$ cat src/rtl/chan_fifo_bridge.sv
// chan_fifo_bridge: per-channel host->app and app->host byte FIFOs behind the comm_fpga_fx2 channel bus,
// with depth readback on status addresses. Latency: push visible at the FIFO head one cycle later.
// Backpressure: ready = FIFO not full. Optional peak-depth watermarks: define CHAN_FIFO_BRIDGE_STATS_EN.

module chan_fifo_bridge_fifo #(
    parameter int DEPTH_LOG2 = 4
) (
    input  logic                  clk_in,
    input  logic                  resetN_in,
    input  logic                  push_i,
    input  logic [7:0]            dat_i,
    input  logic                  pop_i,
    output logic [7:0]            head_o,
    output logic                  vld_o,
    output logic                  rdy_o,
    output logic [DEPTH_LOG2:0]   depth_o
);
    localparam logic [DEPTH_LOG2:0] FULL = {1'b1, {DEPTH_LOG2{1'b0}}};

    logic [7:0]            mem_q [2**DEPTH_LOG2];
    logic [DEPTH_LOG2-1:0] wr_ptr_q, wr_ptr_d;
    logic [DEPTH_LOG2-1:0] rd_ptr_q, rd_ptr_d;
    logic [DEPTH_LOG2:0]   depth_q, depth_d;
    logic                  push_ok, pop_ok;

    assign vld_o   = (depth_q != '0);
    // Fullness uses the current depth only, so a pop cannot make room for a same-cycle push.
    assign rdy_o   = (depth_q != FULL);
    assign push_ok = push_i & rdy_o;
    assign pop_ok  = pop_i & vld_o;
    assign head_o  = vld_o ? mem_q[rd_ptr_q] : 8'h00;
    assign depth_o = depth_q;

    always_comb begin
        wr_ptr_d = wr_ptr_q;
        rd_ptr_d = rd_ptr_q;
        depth_d  = depth_q;
        if (push_ok) begin
            wr_ptr_d = wr_ptr_q + 1'b1;
        end
        if (pop_ok) begin
            rd_ptr_d = rd_ptr_q + 1'b1;
        end
        case ({push_ok, pop_ok})
            2'b10:   depth_d = depth_q + 1'b1;
            2'b01:   depth_d = depth_q - 1'b1;
            default: depth_d = depth_q;
        endcase
    end

    always_ff @(posedge clk_in or negedge resetN_in) begin
        if (!resetN_in) begin
            wr_ptr_q <= '0;
            rd_ptr_q <= '0;
            depth_q  <= '0;
        end else begin
            wr_ptr_q <= wr_ptr_d;
            rd_ptr_q <= rd_ptr_d;
            depth_q  <= depth_d;
        end
    end

    always_ff @(posedge clk_in) begin
        if (push_ok) begin
            mem_q[wr_ptr_q] <= dat_i;
        end
    end
endmodule

// chan_fifo_bridge: decodes chanAddr_in onto NUM_CHAN write/read FIFO pairs plus status/watermark reads.
// Latency: host/app pushes appear at the opposite side one cycle later; status reads are combinational.
// Backpressure: h2fReady_out / rdReady_out drop only while the addressed FIFO is full.
module chan_fifo_bridge #(
    parameter int NUM_CHAN   = 2,
    parameter int DEPTH_LOG2 = 4,
    parameter int BASE_ADDR  = 0,
    parameter int STAT_ADDR  = 64
) (
    input  logic                    clk_in,
    input  logic                    resetN_in,
    input  logic [6:0]              chanAddr_in,
    input  logic [7:0]              h2fData_in,
    input  logic                    h2fValid_in,
    output logic                    h2fReady_out,
    output logic [7:0]              f2hData_out,
    output logic                    f2hValid_out,
    input  logic                    f2hReady_in,
    output logic [8*NUM_CHAN-1:0]   wrData_out,
    output logic [NUM_CHAN-1:0]     wrValid_out,
    input  logic [NUM_CHAN-1:0]     wrReady_in,
    input  logic [8*NUM_CHAN-1:0]   rdData_in,
    input  logic [NUM_CHAN-1:0]     rdValid_in,
    output logic [NUM_CHAN-1:0]     rdReady_out
);
    generate
        if (STAT_ADDR < BASE_ADDR + NUM_CHAN) begin : g_addr_overlap
            $error("chan_fifo_bridge: status range overlaps data channel range");
        end
    endgenerate

    logic [NUM_CHAN-1:0] sel_data;
    logic [NUM_CHAN-1:0] wf_push, rf_pop;
    logic [NUM_CHAN-1:0] wf_rdy, rf_vld;
    logic [7:0]          wf_head [NUM_CHAN];
    logic [7:0]          rf_head [NUM_CHAN];
    logic [DEPTH_LOG2:0] wf_depth [NUM_CHAN];
    logic [DEPTH_LOG2:0] rf_depth [NUM_CHAN];

    genvar k;
    generate
        for (k = 0; k < NUM_CHAN; k++) begin : g_chan
            chan_fifo_bridge_fifo #(.DEPTH_LOG2(DEPTH_LOG2)) u_wr_fifo (
                .clk_in    (clk_in),
                .resetN_in (resetN_in),
                .push_i    (wf_push[k]),
                .dat_i     (h2fData_in),
                .pop_i     (wrReady_in[k]),
                .head_o    (wf_head[k]),
                .vld_o     (wrValid_out[k]),
                .rdy_o     (wf_rdy[k]),
                .depth_o   (wf_depth[k])
            );

            chan_fifo_bridge_fifo #(.DEPTH_LOG2(DEPTH_LOG2)) u_rd_fifo (
                .clk_in    (clk_in),
                .resetN_in (resetN_in),
                .push_i    (rdValid_in[k]),
                .dat_i     (rdData_in[8*k +: 8]),
                .pop_i     (rf_pop[k]),
                .head_o    (rf_head[k]),
                .vld_o     (rf_vld[k]),
                .rdy_o     (rdReady_out[k]),
                .depth_o   (rf_depth[k])
            );

            assign wrData_out[8*k +: 8] = wf_head[k];
        end
    endgenerate

`ifdef CHAN_FIFO_BRIDGE_STATS_EN
    logic [DEPTH_LOG2:0] wpeak_q [NUM_CHAN];
    logic [DEPTH_LOG2:0] wpeak_d [NUM_CHAN];
    logic [DEPTH_LOG2:0] rpeak_q [NUM_CHAN];
    logic [DEPTH_LOG2:0] rpeak_d [NUM_CHAN];
    logic [NUM_CHAN-1:0] wpeak_clr, rpeak_clr;
`endif

    always_comb begin
        sel_data     = '0;
        h2fReady_out = 1'b1;
        f2hValid_out = 1'b1;
        f2hData_out  = 8'h00;
`ifdef CHAN_FIFO_BRIDGE_STATS_EN
        wpeak_clr    = '0;
        rpeak_clr    = '0;
`endif
        for (int i = 0; i < NUM_CHAN; i++) begin
            if (chanAddr_in == 7'(BASE_ADDR + i)) begin
                sel_data[i]  = 1'b1;
                h2fReady_out = wf_rdy[i];
                f2hValid_out = rf_vld[i];
                f2hData_out  = rf_head[i];
            end
            if (chanAddr_in == 7'(STAT_ADDR + 2*i)) begin
                f2hData_out = 8'(wf_depth[i]);
            end
            if (chanAddr_in == 7'(STAT_ADDR + 2*i + 1)) begin
                f2hData_out = 8'(rf_depth[i]);
            end
`ifdef CHAN_FIFO_BRIDGE_STATS_EN
            if (chanAddr_in == 7'(STAT_ADDR + 2*NUM_CHAN + 2*i)) begin
                f2hData_out  = 8'(wpeak_q[i]);
                wpeak_clr[i] = h2fValid_in;
            end
            if (chanAddr_in == 7'(STAT_ADDR + 2*NUM_CHAN + 2*i + 1)) begin
                f2hData_out  = 8'(rpeak_q[i]);
                rpeak_clr[i] = h2fValid_in;
            end
`endif
        end
    end

    // Only the addressed channel sees host traffic; status/unmapped writes fall on the floor.
    assign wf_push = sel_data & {NUM_CHAN{h2fValid_in}};
    assign rf_pop  = sel_data & {NUM_CHAN{f2hReady_in}};

`ifdef CHAN_FIFO_BRIDGE_STATS_EN
    always_comb begin
        for (int i = 0; i < NUM_CHAN; i++) begin
            wpeak_d[i] = wpeak_q[i];
            rpeak_d[i] = rpeak_q[i];
            if (wpeak_clr[i] || (wf_depth[i] > wpeak_q[i])) begin
                wpeak_d[i] = wf_depth[i];
            end
            if (rpeak_clr[i] || (rf_depth[i] > rpeak_q[i])) begin
                rpeak_d[i] = rf_depth[i];
            end
        end
    end

    always_ff @(posedge clk_in or negedge resetN_in) begin
        if (!resetN_in) begin
            for (int i = 0; i < NUM_CHAN; i++) begin
                wpeak_q[i] <= '0;
                rpeak_q[i] <= '0;
            end
        end else begin
            for (int i = 0; i < NUM_CHAN; i++) begin
                wpeak_q[i] <= wpeak_d[i];
                rpeak_q[i] <= rpeak_d[i];
            end
        end
    end
`endif
endmodule

$ cat config.mk
export PLATFORM = sky130hd
export DESIGN_NAME = chan_fifo_bridge
export DESIGN_NICKNAME = d
export VERILOG_FILES = /design/src/rtl/chan_fifo_bridge.sv
export SDC_FILE = /design/constraint.sdc
export NUM_CORES = 1
export LEC_CHECK = 0
export BUFFER_PORTS_ARGS = -buffer_cell sky130_fd_sc_hd__buf_2
export CAP_MARGIN = 15
export CELL_PAD_IN_SITES_DETAIL_PLACEMENT = 1
export CELL_PAD_IN_SITES_GLOBAL_PLACEMENT = 1
export CORE_MARGIN = 1.5
export CORE_UTILIZATION = 33
export CTS_CLUSTER_DIAMETER = 50
export DETAILED_ROUTE_END_ITERATION = 8
export PLACE_DENSITY_LB_ADDON = 0.15
export SYNTH_ARGS = -nofsm -noshare
export SYNTH_HDL_FRONTEND = slang
export SYNTH_SLANG_ARGS = --single-unit
$ cat constraint.sdc
create_clock -name clk_in -period 6.74 [get_ports clk_in]
set_input_delay 1.348 -clock clk_in [delete_from_list [all_inputs] [get_ports clk_in]]
set_output_delay 1.348 -clock clk_in [all_outputs]
set_load 0.01 [all_outputs]
==> results.txt, run 1 <==
By area the synthesized netlist is led by sky130_fd_sc_hd__edfxtp_1 (66%), sky130_fd_sc_hd__mux4_2 (14%), sky130_fd_sc_hd__dfrtp_1 (5.6%), sky130_fd_sc_hd__ha_1 (1.8%), sky130_fd_sc_hd__xnor2_1 (1.1%). Counting stages on the worst path, the most repeated cell is sky130_fd_sc_hd__buf_2. Setup repair after global routing left no endpoint under its margin. Of the available clock period, the critical path in the final layout requires 74.3%. The final count of hold timing violations is 0.

The total CTS buffers came out at 75. The post-cts repair resize count came out at 0. The count of pins on the block boundary is 69. The die outline area is 0.0721 mm². The synthesized design contains 564 register bits. Setup violations remaining at the end of the flow were counted as 0. The height of the die is 269 µm. The most common cell in the synthesized netlist is sky130_fd_sc_hd__edfxtp_1. The number of slew-limit violations in the final report came out at 0.

The post-route antenna net violation count is 0. The instance count of the mapped netlist came out at 1187. The setup clock skew after layout is 21.7 ps. The worst path in the final design needs a cycle of 5010 ps, including I/O delays and setup. The core area is 0.0699 mm². TritonCTS built the clock tree.

The depth of the worst register-to-register path came out at 13. For this run, the leading register cell type out of synthesis is sky130_fd_sc_hd__edfxtp_1. Buffers inserted to repair hold after CTS numbered 0.

The sum of overflow across all layers after global routing came out at 0. The initial cell density of the core came out at 33.3%. The share of layout cells above drive strength 1 is 30.1%. VDD sags by at most 0.000250 V. The starting DRC count in detailed routing came out at 696. The number of standard cells in the layout, taps in and fillers out is 2294.

STA classifies the critical path startpoint as a primary input. CTS built an H-tree with a depth of 3. The post-synthesis net count is 1260. The die span in x is 269 µm.

Based on the critical path, the design can be clocked at up to 0.200 GHz. sky130_fd_sc_hd__edfxtp_1 takes more of the synthesized area than any other cell. In the routed design, unresolved DRC markers number 0. Clock tree synthesis selected as its root buffer the cell sky130_fd_sc_hd__clkbuf_16. The fraction of the yosys area taken by sequential cells came out at 71.7%. Clock tree synthesis found a total of 564 sinks. In this run the post-CTS setup repair buffer count came out at 0. The tightest min-delay check is of the flop to flop type. The pin count of the biggest net entering global routing is 53.

The remaining max-slew budget at the tightest pin came out at 24.4%. The routability-driven placement congestion ratio came out at 0.754. The total negative slack came out at 0 ps. Grouping stages by cell kind, the critical path spends the most delay in simple AND/OR/NAND/NOR gates. The number of search-and-repair iterations in the first detailed-routing pass is 5. The depth of the worst hold-timing path is 1. The master of the slowest instance on the critical path is sky130_fd_sc_hd__nor3b_2.

The sum of buffers and inverters on the critical path is 2. The number of synthesized flops with an enable pin came out at 512. The initial antenna violation count came out at 2. In this run the biggest area consumer among cell types represents 66.1% of the synthesized area. The wire length of the first global-routing pass came out at 82.6 mm.

The final-layout fill cell count is 6821. The clock latency at the later pin of the worst-skew pair is 610 ps. During synthesis, Yosys emitted a total of 0 warnings. The maximum fanout along the worst path is 11. Counting along the longest clock path gives a buffer depth of 3. The total wire length came out at 55.3 mm. The number of core rows is 97.

The category of the worst setup path capture point is an output port. The cell area that synthesis handed to floorplanning was 0.0233 mm². The via total after detailed routing is 11300. In this run the number of cells on the critical path is 7. The power per standard cell area came out at 378 mW/mm². The number of placed instances, taps included came out at 2156.

The layout-stage area growth over the synthesis result came out at 17.3%. The routed length per instance is 24.1 µm. The biggest cell delay along the critical path is 630 ps. The leakage power of the design is 8.92 nW. Ranked by instance count, the synthesized netlist is headed by sky130_fd_sc_hd__edfxtp_1 (512), sky130_fd_sc_hd__mux4_2 (141), sky130_fd_sc_hd__dfrtp_1 (52). The average instance area after synthesis is 19.6 µm². STA puts the critical path data required time at 5390 ps. The number of global-route vias before repair came to 12200. The count of buffers added on input and output ports is 68. The final design instance area without fill came out at 0.0273 mm².

The worst hold margin came out at 540 ps. The total half-perimeter wirelength after legalization and detailed placement is 34.8 mm. The transition time of the tightest slew-check pin is 1130 ps. The flow ran to the end, and the final reports show no timing, DRC or antenna violations. The final layout contains 1367 nets. The post-CTS clock slew at the launch and capture registers of the worst setup and hold paths came out at 60 ps. The worst setup path is of the primary input to output port kind. The number of maximum-capacitance constraint violations came out at 0. The number of antenna diodes is 0. The critical path goes through buf_2 > or4_4 > nor3_4 > nor3b_2 > o211ai_1 > a32oi_1 > buf_2. The completed layout was analyzed and its total power is 10.3 mW. The count of cell types in the netlist is 54. The global routing usage summed across all routing layers came out at 15.8%. The detail-routed via count per cell is 4.93. The area of placed instances is 0.0248 mm². For the worst setup path, the data arrival time is 3660 ps. The async set-or-reset flop fraction in the synthesized netlist is 9.22%.
report_power, final:
part | internal (mW) | leakage [nW] | switching, mW
Clock | 2.36 | 1.20 | 1.56
Combinational | 0.969 | 2.50 | 0.925
Sequential | 4.10 | 5.23 | 0.412
registers in the layout (all words and copies together), names as in the netlist:
name	count
g_chan.u_wr_fifo.depth_o	10
g_chan.u_rd_fifo.mem_q	256
g_chan.u_rd_fifo.wr_ptr_q	8
g_chan.u_rd_fifo.rd_ptr_q	8
g_chan.u_rd_fifo.depth_o	10
g_chan.u_wr_fifo.wr_ptr_q	8
g_chan.u_wr_fifo.mem_q	256
g_chan.u_wr_fifo.rd_ptr_q	8
metrics by stage:
step	util, %	setup WS, ps
after floorplan	-	2540
after global placement	35.5	1840
after detailed placement	35.5	1700
after CTS	39.0	1760
after global routing	39.0	1570
final	39.0	1730
worst paths after layout:
check | from | to | slack [ps]
worst min-delay path | g_chan[0].u_rd_fifo.depth_o[4] | g_chan[0].u_rd_fifo.depth_o[4] | 540
worst max register to register | g_chan[0].u_rd_fifo.depth_o[1] | g_chan[0].u_rd_fifo.depth_o[4] | 3330
worst min register to register | g_chan[0].u_rd_fifo.depth_o[4] | g_chan[0].u_rd_fifo.depth_o[4] | 540
max in group asynchronous | resetN_in | g_chan[0].u_wr_fifo.rd_ptr_q[0] | 5240
min in group asynchronous | resetN_in | g_chan[0].u_rd_fifo.wr_ptr_q[3] | 880
worst max-delay path | chanAddr_in[5] | f2hData_out[1] | 1730
cell usage in the layout, fill, tap and decap left out, types with 7 or more instances in the layout:
| cell | netlist | layout |
|---|---|---|
| sky130_fd_sc_hd__a22oi_1 | 7 | 7 |
| sky130_fd_sc_hd__and2_1 | 16 | 16 |
| sky130_fd_sc_hd__buf_2 | 17 | 68 |
| sky130_fd_sc_hd__buf_4 | 11 | 35 |
| sky130_fd_sc_hd__bufinv_16 | 0 | 7 |
| sky130_fd_sc_hd__clkbuf_1 | 31 | 8 |
| sky130_fd_sc_hd__clkbuf_16 | 0 | 75 |
| sky130_fd_sc_hd__clkinv_1 | 0 | 9 |
| sky130_fd_sc_hd__clkinv_2 | 0 | 15 |
| sky130_fd_sc_hd__clkinvlp_4 | 0 | 9 |
| sky130_fd_sc_hd__dfrtp_1 | 52 | 47 |
| sky130_fd_sc_hd__edfxtp_1 | 512 | 512 |
| sky130_fd_sc_hd__ha_1 | 34 | 34 |
| sky130_fd_sc_hd__inv_1 | 27 | 27 |
| sky130_fd_sc_hd__mux2_2 | 13 | 13 |
| sky130_fd_sc_hd__mux2i_1 | 23 | 23 |
| sky130_fd_sc_hd__mux4_1 | 9 | 9 |
| sky130_fd_sc_hd__mux4_2 | 141 | 141 |
| sky130_fd_sc_hd__nand2_1 | 34 | 34 |
| sky130_fd_sc_hd__nand2b_1 | 7 | 7 |
| sky130_fd_sc_hd__nand3_1 | 7 | 7 |
| sky130_fd_sc_hd__nand4_1 | 7 | 7 |
| sky130_fd_sc_hd__nor2_1 | 49 | 49 |
| sky130_fd_sc_hd__nor2b_1 | 24 | 24 |
| sky130_fd_sc_hd__nor3_1 | 11 | 8 |
| sky130_fd_sc_hd__nor4_2 | 1 | 8 |
| sky130_fd_sc_hd__o21ai_0 | 18 | 18 |
| sky130_fd_sc_hd__xnor2_1 | 29 | 29 |
| sky130_fd_sc_hd__xor2_1 | 21 | 21 |
worst register-to-register path, delay by kind of cell (launching register included):
family / cells / cell delay, ps
AND/OR/NAND/NOR: 5 / 1160
AO/OA/AOI/OAI: 3 / 630
adder cells (fa/ha/maj): 2 / 580
flip-flops: 1 / 520
XOR/XNOR: 2 / 270
buffers and inverters: 1 / 130
metal layers:
metal  track usage [%]  share of wire [%]  vias to the layer above
met3              2.95                3.2                       90
met1              21.9                 46                     6027
met5                 0                  0                        -
met2              25.6                 48                      204
li1                  -                  -                     4991
met4              4.43                2.2                        0
logic make-up after synthesis:
kind of cell | count (synthesis) | synth area share [%]
AO/OA/AOI/OAI | 61 | 1.81
XOR/XNOR | 50 | 1.88
adder cells (fa/ha/maj) | 34 | 1.83
buffers and inverters | 104 | 2.17
flip-flops | 564 | 71.7
multiplexers | 187 | 16.3
AND/OR/NAND/NOR | 187 | 4.29
layout make-up:
cell class	count	area (µm²)	share of cell area [%]
multi-input combinational	519	6220	22.8
clock buffer	84	1920	7.04
inverter	29	114	0.417
tap	940	1180	4.31
clock inverter	53	554	2.03
timing repair buffer	105	626	2.29
sequential	564	16700	61.1
Note: power is estimated with default switching activity, not from simulation.
==> run 2: changes to the inputs <==
--- a/config.mk
+++ b/config.mk
@@ -5,6 +5,7 @@
 export SDC_FILE = /design/constraint.sdc
 export NUM_CORES = 1
 export LEC_CHECK = 0
+export ABC_AREA = 1
 export BUFFER_PORTS_ARGS = -buffer_cell sky130_fd_sc_hd__buf_2
 export CAP_MARGIN = 15
 export CELL_PAD_IN_SITES_DETAIL_PLACEMENT = 1
==> constraint.sdc (replaced) <==
create_clock -name clk_in -period 4.7 [get_ports clk_in]
set_input_delay 0.94 -clock clk_in [delete_from_list [all_inputs] [get_ports clk_in]]
set_output_delay 0.94 -clock clk_in [all_outputs]
set_load 0.01 [all_outputs]
==> results.txt, run 2 <==
The most frequent standard cell in the layout excluding fill and tap cells is sky130_fd_sc_hd__edfxtp_1. The final design instance area without fill is 0.0277 mm² (+1.4%). The area of placed instances was 0.0252 mm² (+1.6%). The number of sinks driven by the clock tree is 564 (unchanged). The fraction of the yosys area taken by sequential cells came out at 70.0% (-1.7 points). The post-CTS clock slew at the launch and capture registers of the worst setup and hold paths is 50 ps (about the same).

The post-synthesis net count came out at 2086 (+66%). The library cells used most frequently in the layout, excluding fill and tap cells, are sky130_fd_sc_hd__edfxtp_1 (512), sky130_fd_sc_hd__nor2_1 (334), sky130_fd_sc_hd__o21ai_0 (259). The transition time of the tightest slew-check pin came out at 1050 ps (-80.1 ps). The routability-driven placement congestion ratio is 0.761 (+0.93%). The maximum fanout along the worst path came out at 27 (+16). The number of slew-limit violations in the final report is 0 (unchanged).

The global routing usage summed across all routing layers came out at 17.9% (+2.1 points). The pin count of the biggest net entering global routing came out at 72 (+36%). The biggest area contributor in the post-synthesis netlist is sky130_fd_sc_hd__edfxtp_1. The largest registers in the layout are g_chan.u_rd_fifo.mem_q: 256 flops, g_chan.u_wr_fifo.mem_q: 256 flops. The master of the slowest instance on the critical path is sky130_fd_sc_hd__clkinv_1. The sum of overflow across all layers after global routing was 0 (unchanged).

The total wire length came out at 65.6 mm (+19%). The critical path arrival came out at 3080 ps (-580 ps). The remaining max-slew budget at the tightest pin is 29.8% (+5.4 points). The number of warnings printed during yosys synthesis is 0 (unchanged). The height of the die is 272 µm (+1.2%). The initial antenna violation count came out at 2 (unchanged). The worst hold margin came out at 422 ps (-118 ps). Sorting the synthesized cells by area gives the leading types as sky130_fd_sc_hd__edfxtp_1 (65%), sky130_fd_sc_hd__dfrtp_1 (5.5%), sky130_fd_sc_hd__o21ai_0 (5.4%), sky130_fd_sc_hd__nor2_1 (5.3%), sky130_fd_sc_hd__nand2_1 (3.9%). The register bit total from synthesis was 564 (unchanged).

The maximum vdd drop came out at 0.000349 V (+40%). The final count of hold timing violations is 0 (unchanged). In this run the worst hold path is classified as primary input to async pin.

The post-synth design cell area came out at 0.0238 mm² (+2.4%). The average instance area after synthesis is 11.8 µm² (-40%). The instance count of the mapped netlist came out at 2013 (+70%). The number of nets at the end of the flow is 2164 (+58%). The critical path is of the flop to output port type. The routed length per instance is 21.2 µm (-12%). The flow ran to the end, and the final reports show no timing, DRC or antenna violations.

The number of synthesized flops with an enable pin is 512 (unchanged). The starting DRC count in detailed routing is 825 (+19%). The maximum level of the CTS H-tree is 3 (unchanged). The leakage power of the design is 9.91 nW (+11%). The post-route antenna net violation count is 0 (unchanged).

The number of placed instances, taps included is 2962 (+37%). In the synthesized netlist, the cells that appear most often are sky130_fd_sc_hd__edfxtp_1 (512), sky130_fd_sc_hd__nor2_1 (334), sky130_fd_sc_hd__o21ai_0 (259). The layout-stage area growth over the synthesis result is 16.2%. The number of maximum-capacitance constraint violations was 0 (unchanged). The total negative slack was 0 ps (unchanged). The pre-CTS setup slack is 783 ps (-914 ps). The final design utilization is 38.7% (-0.33 points). The number of core rows came out at 98 (+1.0%). The count of cell types in the netlist was 35 (-35%). The number of standard cells in the layout, taps in and fillers out came out at 3099 (+35%). The final critical-path share of the clock period came out at 85.6%. The buffer depth of the longest clock path came to 3 (unchanged).

The depth of the worst register-to-register path was 15 (+2). In the post-synthesis netlist, the cell with the most instances is sky130_fd_sc_hd__edfxtp_1. The least setup slack across all paths after layout is 679 ps (-1060 ps). The async set-or-reset flop fraction in the synthesized netlist came out at 9.22% (unchanged). In the synthesized netlist the dominant register cell turns out to be sky130_fd_sc_hd__edfxtp_1. The total CTS buffers came out at 77 (+2.7%). The count of pins on the block boundary is 69 (unchanged). The number of buffers inserted to repair setup after CTS is 0 (unchanged). STA classifies the critical path startpoint as a flop.

The die outline area came to 0.0738 mm² (+2.3%). The minimum period implied by the final worst setup slack came out at 4020 ps. The via total after detailed routing is 15500 (+37%). The final-layout fill cell count is 7616 (+12%). The setup clock skew after layout came to 18.8 ps (-2.88 ps). The number of failing setup endpoints in the final timing report was 0 (unchanged). The clock latency at the later pin of the worst-skew pair was 600 ps (about the same).

The biggest cell delay along the critical path is 710 ps (+80 ps). The core area came out at 0.0715 mm² (+2.3%). The detail-routed via count per cell came out at 4.99 (+1.3%). The share of layout cells above drive strength 1 is 11.3% (-19 points). The maximum frequency from static timing analysis came out at 0.249 GHz.

The hold buffer count at CTS came out at 0 (unchanged). The DRC violation count after routing is 0 (unchanged). The power per standard cell area came out at 567 mW/mm² (+50%). The die span in x came out at 272 µm (+1.2%). The number of search-and-repair iterations in the first detailed-routing pass is 5 (unchanged).

The number of global-route vias before repair is 16300 (+33%). The category of the worst setup path capture point is an output port. The wire length of the first global-routing pass came to 101 mm (+22%). The data required time at the worst endpoint is 3760 ps (-1630 ps). Setup repair after global routing left no endpoint under its margin. Walking the worst path, the cells encountered are clkinv_1 > buf_4 > o21ai_0 > o22ai_1 > o21ai_0 > nand2_1 > nand3_1 > nand2_1 > buf_2.

The post-cts repair resize count was 0 (unchanged). The count of port buffers added during placement came to 68 (unchanged). The power after layout was 15.7 mW (+52%). The proportion of netlist area held by the largest area contributor is 64.6% (-1.5 points). Clock tree synthesis selected as its root buffer the cell sky130_fd_sc_hd__clkbuf_16.

The initial cell density of the core is 33.3% (+0.039 points). TritonCTS built the clock tree. The total half-perimeter wirelength after legalization and detailed placement is 40.7 mm (+17%).
## run 2: cell type report
cell class,instances,area [µm²],share of cell area (%)
flip-flops and latches,564,16700,60.3
multi-input cells,1212,6200,22.4
clock buffers,91,2030,7.34
well taps,950,1190,4.30
repair buffers,102,621,2.24
inverters,134,503,1.82
clock inverters,45,438,1.58
diodes,1,2.50,0.00904
## run 2: critical path, delay by kind of cell (launching register included)
kind	cells	cell delay [ps]
and+or+nand+nor	3	380
DFF	1	340
buffers and inverters	3	1300
AOI/OAI and AO/OA	3	460
## run 2: cell families (layout without fill, tap and decap cells)
group                    after synthesis  count (layout)  share of synthesized area, %
flip-flops                           564             564                          70.0
buffers and inverters                237             372                          3.94
multiplexers                           1               1                        0.0473
XOR/XNOR                              45              45                          1.65
adder cells (fa/ha/maj)               34              34                          1.79
other                                  0               1                             0
AND/OR/NAND/NOR                      730             730                          12.8
AO/OA/AOI/OAI                        402             402                          9.78
## run 2: power breakdown
group | switching (mW) | leakage (nW) | internal [mW]
clock network | 2.24 | 1.21 | 3.40
logic | 2.75 | 3.49 | 1.16
registers | 0.266 | 5.21 | 5.88
## run 2: path summary, 6_finish.rpt
check                                                      from                         endpoint  slack [ps]
worst min-delay path                                  resetN_in  g_chan[1].u_rd_fifo.wr_ptr_q[2]         420
max in group asynchronous                             resetN_in  g_chan[1].u_wr_fifo.rd_ptr_q[0]        3390
min in group clk_in             g_chan[1].u_wr_fifo.wr_ptr_q[3]  g_chan[1].u_wr_fifo.wr_ptr_q[3]         530
worst min register to register  g_chan[1].u_wr_fifo.wr_ptr_q[3]  g_chan[1].u_wr_fifo.wr_ptr_q[3]         530
worst max register to register   g_chan[0].u_wr_fifo.depth_o[0]   g_chan[0].u_wr_fifo.depth_o[4]        1500
worst max-delay path            g_chan[1].u_rd_fifo.rd_ptr_q[1]                   f2hData_out[7]         680
## run 2: metal layers
metal  GRT usage [%]  wire length (µm)  vias up
li1                -                 -     7326
met1            24.9             31200     7827
met2            29.0             30800      238
met3            2.74              2320       81
met4            5.39              1250        2
met5               0                13        -
==> run 3: changes to the inputs <==
--- a/config.mk
+++ b/config.mk
@@ -12,9 +12,9 @@
 export CELL_PAD_IN_SITES_GLOBAL_PLACEMENT = 1
 export CORE_MARGIN = 1.5
 export CORE_UTILIZATION = 33
-export CTS_CLUSTER_DIAMETER = 50
+export CTS_CLUSTER_DIAMETER = 60
 export DETAILED_ROUTE_END_ITERATION = 8
-export PLACE_DENSITY_LB_ADDON = 0.15
+export PLACE_DENSITY_LB_ADDON = 0.1
 export SYNTH_ARGS = -nofsm -noshare
 export SYNTH_HDL_FRONTEND = slang
 export SYNTH_SLANG_ARGS = --single-unit
==> results.txt, run 3 (synthesis results as in run 2) <==
The run finished with clean final reports. The starting DRC count in detailed routing came out at 854 (+3.5%). The worst setup path is of the flop to output port kind. The number of slew-limit violations in the final report is 0 (unchanged). The sum of overflow across all layers after global routing was 0 (unchanged). The die outline area came out at 0.0738 mm² (unchanged).

The pin count of the biggest net entering global routing came out at 72 (unchanged). The cell occurring most often along the worst timing path is sky130_fd_sc_hd__nand2_1. The share of layout cells above drive strength 1 is 10.2% (-1.2 points). The transition time of the tightest slew-check pin is 1110 ps (+59.1 ps). The total net switching power came to 5.07 mW (-3.5%).

The number of global-route vias before repair came out at 16200 (-0.42%). The sum of buffers and inverters on the critical path is 2 (-1). The global routing usage summed across all routing layers is 18.4% (+0.43 points).

The maximum level of the CTS H-tree came out at 3 (unchanged). The initial antenna violation count came out at 1 (-1). The remaining max-slew budget at the tightest pin is 25.8% (-4.0 points).

The maximum vdd drop came to 0.000284 V (-19%). The maximum frequency from static timing analysis came out at 0.253 GHz (+1.6%). The total negative slack is 0 ps (unchanged). The count of pins on the block boundary came out at 69 (unchanged). The clock latency at the later pin of the worst-skew pair came out at 590 ps (about the same). The core area is 0.0715 mm² (unchanged). The design internal power came out at 9.97 mW (-4.6%). The die span in x was 272 µm (unchanged). The final design instance area without fill is 0.0272 mm² (-1.6%). The number of core rows is 98 (unchanged). The final design utilization is 38.1% (-0.60 points).

The final count of hold timing violations is 0 (unchanged). Relative to the synthesized area, the layout overhead comes to 14.4%. The leakage power of the design is 9.71 nW (-2.0%). The post-route antenna net violation count is 0 (unchanged).

The critical path arrival is 3020 ps (-60 ps). The minimum period implied by the final worst setup slack is 3960 ps (-64.3 ps). The number of failing setup endpoints in the final timing report is 0 (unchanged). The power after layout came out at 15.0 mW (-4.2%). Setup repair after global routing left no endpoint under its margin. The number of maximum-capacitance constraint violations is 0 (unchanged). Traced cell by cell, the critical path runs through buf_4 > nand2_1 > nand3_1 > nand3_1 > nand3_1 > nand2_1 > nand2_1 > nand2_1 > nand2_1 > nand4_1 > buf_2. The biggest cell delay along the critical path is 600 ps (-110 ps). The largest registers in the layout are g_chan.u_rd_fifo.mem_q: 256 flops, g_chan.u_wr_fifo.mem_q: 256 flops. The total wire length is 66.8 mm (+1.9%). The number of nets at the end of the flow was 2153 (-0.51%). The worst setup path is launched from a flop. The setup clock skew after layout came to 17.4 ps (-1.37 ps).

The post-cts repair resize count is 0 (unchanged). The path class of the tightest hold or removal check is primary input to async pin. The combinational power share is 25.9% (+1.0 points).

The detail-routed via count per cell came out at 5.03 (+0.73%). The number of search-and-repair iterations in the first detailed-routing pass is 5 (unchanged). On the critical path the largest part of the delay comes from simple AND/OR/NAND/NOR gates. The initial cell density of the core came out at 33.3% (unchanged). The height of the die is 272 µm (unchanged). The power per standard cell area came out at 552 mW/mm² (-2.7%). The CTS tree is yes. The buffer depth of the longest clock path is 3 (unchanged). The total half-perimeter wirelength after legalization and detailed placement came out at 41.7 mm (+2.6%).

The area of placed instances came to 0.0252 mm² (about the same). The routed length per instance is 21.7 µm (+2.6%). The switching portion of total power was 33.7% (+0.25 points). The root buffer cell chosen for the clock tree is sky130_fd_sc_hd__clkbuf_16. The most frequent standard cell in the layout excluding fill and tap cells is sky130_fd_sc_hd__edfxtp_1. The count of port buffers added during placement is 68 (unchanged). The final critical-path share of the clock period is 84.2% (-1.4 points). The number of buffers inserted to repair setup after CTS is 0 (unchanged). The routability-driven placement congestion ratio came out at 0.780 (+2.6%). Leaving out fill and tap cells, the most frequent cells in the layout are sky130_fd_sc_hd__edfxtp_1 (512), sky130_fd_sc_hd__nor2_1 (334), sky130_fd_sc_hd__o21ai_0 (259). The master of the slowest instance on the critical path is sky130_fd_sc_hd__buf_4.

The number of antenna diodes came to 0 (-1). The wire length of the first global-routing pass is 103 mm (+1.9%). The relative contribution of sequential cells to total power came out at 41.1% (+1.9 points). The data required time at the worst endpoint is 3760 ps (about the same). The total CTS buffers came to 67 (-13%). The category of the worst setup path capture point is an output port.

The number of sinks driven by the clock tree is 564 (unchanged). The post-CTS clock slew at the launch and capture registers of the worst setup and hold paths came out at 60 ps (about the same). The maximum fanout along the worst path came out at 66 (+140%). The via total after detailed routing is 15500 (+0.052%). The DRC violation count after routing is 0 (unchanged).

The clock network fraction of total power came out at 33.0% (-3.0 points). The hold buffer count at CTS is 0 (unchanged).
[run 3: cell count changes in the layout (fill, tap and decap cells not counted), sizes merged]
cell	delta
inv	-13
clkbuf	-6
bufinv	-1
diode	-1
clkinv	+3
clkinvlp	-2
buf	-1
[run 3: final cells by class]
class | instances | area [µm²]
sequential | 564 | 16700
multi-input combinational | 1212 | 6200
clock buffer | 85 | 1800
inverter | 134 | 503
clock inverter | 32 | 264
tap | 950 | 1190
fill | 7596 | 44200
timing repair buffer | 101 | 601
[run 3: metrics by stage]
stage          setup WS [ps]  hold slack (ps)  std cells
2_1_floorplan           1580              483       2013
3_3_place_gp            1130              534       2961
3_5_place_dp             898              530       2961
4_1_cts                  714              298       3078
5_1_grt                  550              328       3078
6_report                 743              313       3078
[run 3: worst paths after layout]
path | endpoint | startpoint | slack (ps) | depth (start not counted)
hold / removal | g_chan[1].u_rd_fifo.wr_ptr_q[0] | resetN_in | 310 | 1
hold reg to reg | g_chan[1].u_wr_fifo.wr_ptr_q[3] | g_chan[1].u_wr_fifo.wr_ptr_q[3] | 540 | 1
setup / recovery | f2hData_out[4] | g_chan[0].u_rd_fifo.rd_ptr_q[0] | 740 | 11
setup reg to reg | g_chan[0].u_wr_fifo.depth_o[4] | g_chan[0].u_wr_fifo.depth_o[1] | 1450 | 15
max in group asynchronous | g_chan[0].u_wr_fifo.rd_ptr_q[0] | resetN_in | 3390 | 2
min in group clk_in | g_chan[1].u_wr_fifo.wr_ptr_q[3] | g_chan[1].u_wr_fifo.wr_ptr_q[3] | 540 | 1
[run 3: power groups by stage]
stage,clock network [mW],logic [mW],registers (mW)
2_1_floorplan,0,2.50,6.16
3_3_place_gp,0,3.89,6.27
3_5_place_dp,0,3.96,6.29
4_1_cts,5.10,3.97,6.18
5_1_grt,5.27,4.37,6.23
6_report,4.96,3.89,6.18
[run 3: routing by layer]
metal / GRT usage [%] / wire [µm] / up-vias
met5: 0 / 0 / -
met4: 5.04 / 1430 / 0
met3: 2.84 / 2410 / 90
met2: 29.4 / 30700 / 248
met1: 25.9 / 32300 / 7859
li1: - / - / 7285
